**src/rtl/x_val_pairing.sv**
```systemverilog
// x_val_pairing
//   Pairs the x-element stream coming out of x_vector_cache with the matrix
//   nonzero stream from the value reader. Each stream is held in its own
//   FIFO; whenever both heads are present and the multiply-accumulate stage
//   is not stalling, one aligned (x, a, last) triple is emitted.
//
// Ports
//   clk, rst          rising-edge clock, asynchronous active-low reset
//   push_x, x_val     x element write (no backpressure, pulse per value)
//   push_val, val_in,
//   val_last          matrix value write with row-end marker
//   x_stall           x FIFO occupancy at/above the stall threshold
//   val_stall         value FIFO occupancy at/above the stall threshold
//   pair_stall        downstream refuses a new pair this cycle
//   pair_push         one-cycle valid for pair_x / pair_val / pair_last
//   row_count         pairs emitted with pair_last set since reset
//   overflow_err      sticky: a push hit a full FIFO and was dropped
module x_val_pairing #(
   parameter int DEPTH        = 16,
   parameter int LOG2_DEPTH   = $clog2(DEPTH),
   parameter int STALL_MARGIN = 6
) (
   input  logic        clk,
   input  logic        rst,
   input  logic        push_x,
   input  logic [63:0] x_val,
   input  logic        push_val,
   input  logic [63:0] val_in,
   input  logic        val_last,
   output logic        x_stall,
   output logic        val_stall,
   input  logic        pair_stall,
   output logic        pair_push,
   output logic [63:0] pair_x,
   output logic [63:0] pair_val,
   output logic        pair_last,
   output logic [31:0] row_count,
   output logic        overflow_err
);

   localparam int PW = LOG2_DEPTH;
   localparam int CW = LOG2_DEPTH + 1;
   localparam logic [CW-1:0] FULL_CNT  = CW'(DEPTH);
   localparam logic [CW-1:0] STALL_CNT = CW'(DEPTH - STALL_MARGIN);

   logic [63:0]   x_mem_q [DEPTH];
   logic [64:0]   v_mem_q [DEPTH];

   logic [PW-1:0] x_wp_q, x_wp_d, x_rp_q, x_rp_d;
   logic [PW-1:0] v_wp_q, v_wp_d, v_rp_q, v_rp_d;
   logic [CW-1:0] x_count_q, x_count_d, v_count_q, v_count_d;
   logic          x_stall_q, x_stall_d, val_stall_q, val_stall_d;
   logic          pair_push_q, pair_push_d, pair_last_q, pair_last_d;
   logic [63:0]   pair_x_q, pair_x_d, pair_val_q, pair_val_d;
   logic [31:0]   row_count_q, row_count_d;
   logic          overflow_q, overflow_d;
   logic          pop, x_wr, v_wr;

   always_comb begin
      pop  = (x_count_q != '0) && (v_count_q != '0) && !pair_stall;
      // A full FIFO still accepts a write when its head leaves in the same
      // cycle: the head is read from the pre-edge array, the write lands at
      // the edge into the slot being vacated.
      x_wr = push_x   && ((x_count_q != FULL_CNT) || pop);
      v_wr = push_val && ((v_count_q != FULL_CNT) || pop);

      x_wp_d    = x_wr ? x_wp_q + PW'(1) : x_wp_q;
      v_wp_d    = v_wr ? v_wp_q + PW'(1) : v_wp_q;
      x_rp_d    = pop  ? x_rp_q + PW'(1) : x_rp_q;
      v_rp_d    = pop  ? v_rp_q + PW'(1) : v_rp_q;
      x_count_d = x_count_q + CW'(x_wr) - CW'(pop);
      v_count_d = v_count_q + CW'(v_wr) - CW'(pop);

      x_stall_d   = (x_count_d >= STALL_CNT);
      val_stall_d = (v_count_d >= STALL_CNT);
      overflow_d  = overflow_q || (push_x && !x_wr) || (push_val && !v_wr);

      pair_push_d = pop;
      pair_x_d    = pair_x_q;
      pair_val_d  = pair_val_q;
      pair_last_d = pair_last_q;
      if (pop) begin
         pair_x_d    = x_mem_q[x_rp_q];
         pair_val_d  = v_mem_q[v_rp_q][63:0];
         pair_last_d = v_mem_q[v_rp_q][64];
      end

      row_count_d = row_count_q + ((pair_push_q && pair_last_q) ? 32'd1 : 32'd0);
   end

   // Storage needs no reset: pointers and counts define what is valid.
   always_ff @(posedge clk) begin
      if (x_wr) x_mem_q[x_wp_q] <= x_val;
      if (v_wr) v_mem_q[v_wp_q] <= {val_last, val_in};
   end

   always_ff @(posedge clk or negedge rst) begin
      if (!rst) begin
         x_wp_q      <= '0;
         x_rp_q      <= '0;
         v_wp_q      <= '0;
         v_rp_q      <= '0;
         x_count_q   <= '0;
         v_count_q   <= '0;
         x_stall_q   <= 1'b0;
         val_stall_q <= 1'b0;
         pair_push_q <= 1'b0;
         pair_x_q    <= '0;
         pair_val_q  <= '0;
         pair_last_q <= 1'b0;
         row_count_q <= '0;
         overflow_q  <= 1'b0;
      end else begin
         x_wp_q      <= x_wp_d;
         x_rp_q      <= x_rp_d;
         v_wp_q      <= v_wp_d;
         v_rp_q      <= v_rp_d;
         x_count_q   <= x_count_d;
         v_count_q   <= v_count_d;
         x_stall_q   <= x_stall_d;
         val_stall_q <= val_stall_d;
         pair_push_q <= pair_push_d;
         pair_x_q    <= pair_x_d;
         pair_val_q  <= pair_val_d;
         pair_last_q <= pair_last_d;
         row_count_q <= row_count_d;
         overflow_q  <= overflow_d;
      end
   end

   assign x_stall      = x_stall_q;
   assign val_stall    = val_stall_q;
   assign pair_push    = pair_push_q;
   assign pair_x       = pair_x_q;
   assign pair_val     = pair_val_q;
   assign pair_last    = pair_last_q;
   assign row_count    = row_count_q;
   assign overflow_err = overflow_q;

endmodule

```
**config.mk**
```make
export PLATFORM = sky130hd
export DESIGN_NAME = x_val_pairing
export DESIGN_NICKNAME = d
export VERILOG_FILES = /design/src/rtl/x_val_pairing.sv
export SDC_FILE = /design/constraint.sdc
export NUM_CORES = 2
export LEC_CHECK = 0
export CORE_ASPECT_RATIO = 0.8
export CORE_MARGIN = 2
export CORE_UTILIZATION = 55
export DETAILED_ROUTE_END_ITERATION = 6
export PLACE_DENSITY = 0.73
export SLEW_MARGIN = 20
export SYNTH_ARGS = -nofsm -noshare
export SYNTH_HDL_FRONTEND = slang
export SYNTH_SLANG_ARGS = --single-unit
```
**constraint.sdc**
```tcl
create_clock -name clk -period 12 [get_ports clk]
set_input_delay 2.4 -clock clk [delete_from_list [all_inputs] [get_ports clk]]
set_output_delay 2.4 -clock clk [all_outputs]
set_load 0.01 [all_outputs]
```
======== Word level (Yosys, flattened, before mapping) ========
Memory sizes are Yosys's and may differ from the RTL's. A register that Yosys moved wholly into a read port is not among the register bits.
Index checks and enable logic that the tools add are counted.
word-level totals
  bits in registers ....................... 62
  latch bits .............................. 0
  bits in writable memories ............... 2064
  ROM bits ................................ 0
  input port bits ......................... 134
  output and inout port bits .............. 165
  word-level logic and storage cells ...... 49
  memories kept ........................... 2
cells by class
  add/sub/neg operators ................... 9
  $mul .................................... 0
  div/mod/pow operators ................... 0
  order comparisons ....................... 2
  equal/unequal tests ..................... 2
  shift operators ......................... 0
  mux-type cells .......................... 5
  bitwise gates (word level) .............. 0
  reductions and logical operators ........ 18
memory list
  memory   depth  bits a word  rd ports  clocked after Yosys merged registers in  wr ports  line  RTL
  v_mem_q  16     65           1         1                                        1         47    logic [64:0] v_mem_q [DEPTH];
  x_mem_q  16     64           1         1                                        1         46    logic [63:0] x_mem_q [DEPTH];
operators with widths
  operator             count
  $add 32x1->32        1
  $add 4x1->4 const B  4
  $add 5x1->5          2
  $ge 5x4->1 const B   2
  $ne 5x5->1 const B   2
  $reduce_bool 5->1    2
  $sub 5x1->5          2
  $logic_and 1x1->1    7
  $logic_not 1->1      5
  $mux 1               5
  $logic_or 1x1->1     4

======== Depth between registers and ports, before layout ========
  depth after elaboration ................. 9
  mapped depth ............................ 16
  depth with buffers taken out ............ 14

======== Worst setup path before layout ========
OpenSTA, ideal clock, no wires.
  path kind ............................... in2reg
  from .................................... input port pair_stall
  to ...................................... memory v_mem_q[3][0] (enable)
  library setup time ...................... 0.671 ns
  data arrival time ....................... 9.750 ns
  data required time ...................... 11.329 ns
  setup slack ............................. 1.579 ns
  stages .................................. 4
  cells stage by stage .................... o2111ai_1 > and2_1 > inv_1 > nor4b_1
on the way
  word-level cells in the longest chain between the ends .. 6
ends and longest elaborated chain
  item                          line  RTL
  start, declared               32    input logic pair_stall,
  $logic_not 1->1               60    pop = (x_count_q != '0) && (v_count_q != '0) && !pair_stall;
  $logic_and 1x1->1             60
  $logic_or 1x1->1              65    v_wr = push_val && ((v_count_q != FULL_CNT) || pop);
  $logic_and 1x1->1             65
  $mux 1                        94    if (v_wr) v_mem_q[v_wp_q] <= {val_last, val_in};
  $mux 1 (not written as such)  94
  end, declared                 47
No other way between the ends.

======== Worst setup path after layout ========
  from .................................... input port pair_stall
  to ...................................... register pair_val_q[3] (netlist: pair_val[3]), read port of v_mem_q
on the way
  word-level cells in the longest chain between the ends .. 2
ends and longest elaborated chain
  item               line  RTL
  $logic_not 1->1    60
  $logic_and 1x1->1  60
  end, declared      54    logic [63:0] pair_x_q, pair_x_d, pair_val_q, pair_val_d;
No other way between the ends.
A chain may end at the register's enable or synchronous reset.

==> metrics.txt <==
run status=finished clean; GRT overflow=0; largest net degree at the start of global routing=137; clk sinks=2,255; most frequent cells in the layout=edfxtp_1, mux4_2, clkdlybuf4s50_1; Residual DRC=0; WP data required=12.64 ns; vias in the first global route=40,700; Setup Skew=0.0792 ns; Clock Tree Buf Depth=3; Port Buffers=298; # hold bufs at CTS=0; clock edge transition at the registers on the reported setup and hold paths=0.06 ns; TNS Setup=0 ns; Switching Fraction=29.8%; Cells after DPL=5,914; CTS root buf=clkbuf_16; critical path type=in -> reg; DIE WIDTH=445 um; Final HPWL DP=101,000 um; crit-path max FO=136; first-pass GRT wire length=276,000 um; Area contributors post-synth=edfxtp_1, mux4_2, dfrtp_1, a221oi_2, mux2i_1; TritonCTS buffer count=204; final hold vios=0; average via count per standard cell=6.34; P_leak=31.1 nW; post-synth cell types=43; core outline area=0.155 sq mm; Syn Inst Count=3,730; layout cells sized above 1=24.5%; CP most frequent cell=buf_4; Reg-to-Reg End=pair_val[3]; #FFs+latches synth=2,255; Slew HR=21.2%; register area share after synthesis=77.9%; fin util=62.9%; power share of the clock group=27.5%; worst setup path end=pair_val[3]; CP Launch Type=primary input; post-synth top area share=72.4%; ANT nets after route=0; reg-to-reg slack, setup=7.28 ns; Ports=299; Max stage delay on crit path=0.84 ns; Final min period=5.97 ns; Total Power=0.0228 W; # setup viols final=0; Post-Route WL=189,000 um; Routed WL per cell=29.9 um; 1st-pass router iterations=7; nets=4,251; WP data arrival=6.62 ns; Post-CTS Resized=0; top cell type by total area after synthesis=edfxtp_1; Avg Cell Area, Syn=23.0 sq um; Crit-path slowest cell=buf_4; reg2reg start=v_count_q[2]; sequential share of power=45.0%; Net Sw Power=0.00680 W; height of the die=357 um; Area Growth Syn to Fin=13.6%; row count=129; commonest non-fill, non-tap cell in the layout=edfxtp_1; RePlAce Congestion=0.756; RSZ-0062 raised after global routing=no; critical-path cell list=clkdlybuf4s50_1 > or3_1 > inv_16 > buf_4 > and2_4 > buf_4 > a221oi_1; HP Class=reg -> reg; Period Utilization, post-route=49.8%; Initial Util=55.4%; cell area after synthesis=0.0857 sq mm; Fill cells=10,000; fin. max-slew vios=0; via count=40,000; H-tree depth=4; worst-skew pair later-pin latency=0.83 ns; TritonCTS clock tree=done; gr usage total=23.9%; Cell Pwr Density=234 mW/mm^2; Slew @ Worst Pin=1.18 ns; R2R depth=9; final hold slack=0.464 ns; Combinational Power Share=27.5%; Layout Cells excl Fill=6,313; Worst Setup SP=pair_stall; initial antenna violation count=27; setup bufs post-CTS=0; Int Pwr=0.0160 W; Fmax achieved=167 MHz; Worst setup EP type=flop; die area=0.159 sq mm; Synth warnings=0; DRT iter0 DRCs=4,302; Synth Net Count=3,890; VDD IR-drop max=0.220 mV; max-capacitance violation count=0
per-stage QoR:
stage          instance area [sq um]  setup WS (ns)
3_5_place_dp                   90800           5.25
6_report                       97300           6.03
3_3_place_gp                   90800           5.43
2_1_floorplan                  85700           1.58
4_1_cts                        97300           6.16
5_1_grt                        97300           5.90
cells in the mapped netlist, drive strengths merged:
cell type,instances
buf,164
xor2,11
a21o,4
a221oi,129
nor4,2
nor4bb,1
mux2,1
or2,4
o22ai,129
nor4b,6
and4b,8
a31oi,1
or3,1
mux4,516
ha,24
fa,2
nor3b,1
nand2b,4
nand3,22
clkbuf,48
and3,7
and2,6
o2111ai,1
xnor2,39
nor2,144
nor3,6
o21ai,3
inv,19
a21oi,4
nand2,17
edfxtp,2064
and4,7
dfrtp,191
nand4,13
mux2i,129
o21bai,2
final cells by class:
class	instances	area, sq um	share of cell area (%)
clock inverters	98	783	0.805
clock buffers	290	5730	5.89
well taps	2030	2540	2.61
diodes	10	25.0	0.0257
flip-flops and latches	2255	66800	68.6
repair buffers	367	3540	3.64
inverters	19	87.6	0.0900
multi-input cells	1244	17800	18.3
state kept, by name, summed over array words and instances, names as in the netlist, 5 cells and up:
register and count:
v_mem_q 1040, row_count 32, v_count_q 5, pair_val 64, x_count_q 5, pair_x 64
x_mem_q 1024
layer usage:
metal,track usage [%],wire [um],share of wire [%],vias up
li1,-,-,-,16500
met4,6.82,4640,2.5,24
met3,5.17,15500,8.2,295
met2,37.9,91400,48,1817
met5,0,138,0.073,-
met1,34.2,77300,41,21300
worst min-delay path by stage:
| stage | startpoint | end | slack, ns | cells past startpoint |
|---|---|---|---|---|
| after floorplan | x_rp_q[0] | x_rp_q[0] | 0.51 | 1 |
| after global placement | row_count[31] | row_count[31] | 0.46 | 1 |
| after detailed placement | row_count[31] | row_count[31] | 0.47 | 1 |
| after CTS | row_count[31] | row_count[31] | 0.47 | 1 |
| after global routing | row_count[31] | row_count[31] | 0.51 | 1 |
| final | row_count[31] | row_count[31] | 0.46 | 1 |
cell families (layout without fill, tap and decap cells):
kind of cell               count (synthesis)  after routing  synth area share [%]
AOI/OAI and AO/OA                        273            273                  3.18
xor gates and xnor gates                  50             50                 0.511
adders and majority gates                 26             26                 0.397
buffers and inverters                    231            774                  1.48
DFF                                     2255           2255                  77.9
muxes                                    646            646                  15.1
other                                      0             10                     0
and+or+nand+nor                          249            249                  1.41
power by group through the flow:
stage          clock network [W]  logic [W]  registers [W]
3_3_place_gp                   0    0.00621         0.0104
6_report                 0.00628    0.00628         0.0103
2_1_floorplan                  0    0.00446         0.0102
3_5_place_dp                   0    0.00631         0.0104
5_1_grt                  0.00669    0.00667         0.0103
4_1_cts                  0.00637    0.00634         0.0103
worst max-delay path, delay by kind of cell:
family          cells  cell delay, ns
buf+inv             4            2.54
compound gates      1            0.18
simple gates        2            1.29
Note: power is estimated with default switching activity, not from simulation.
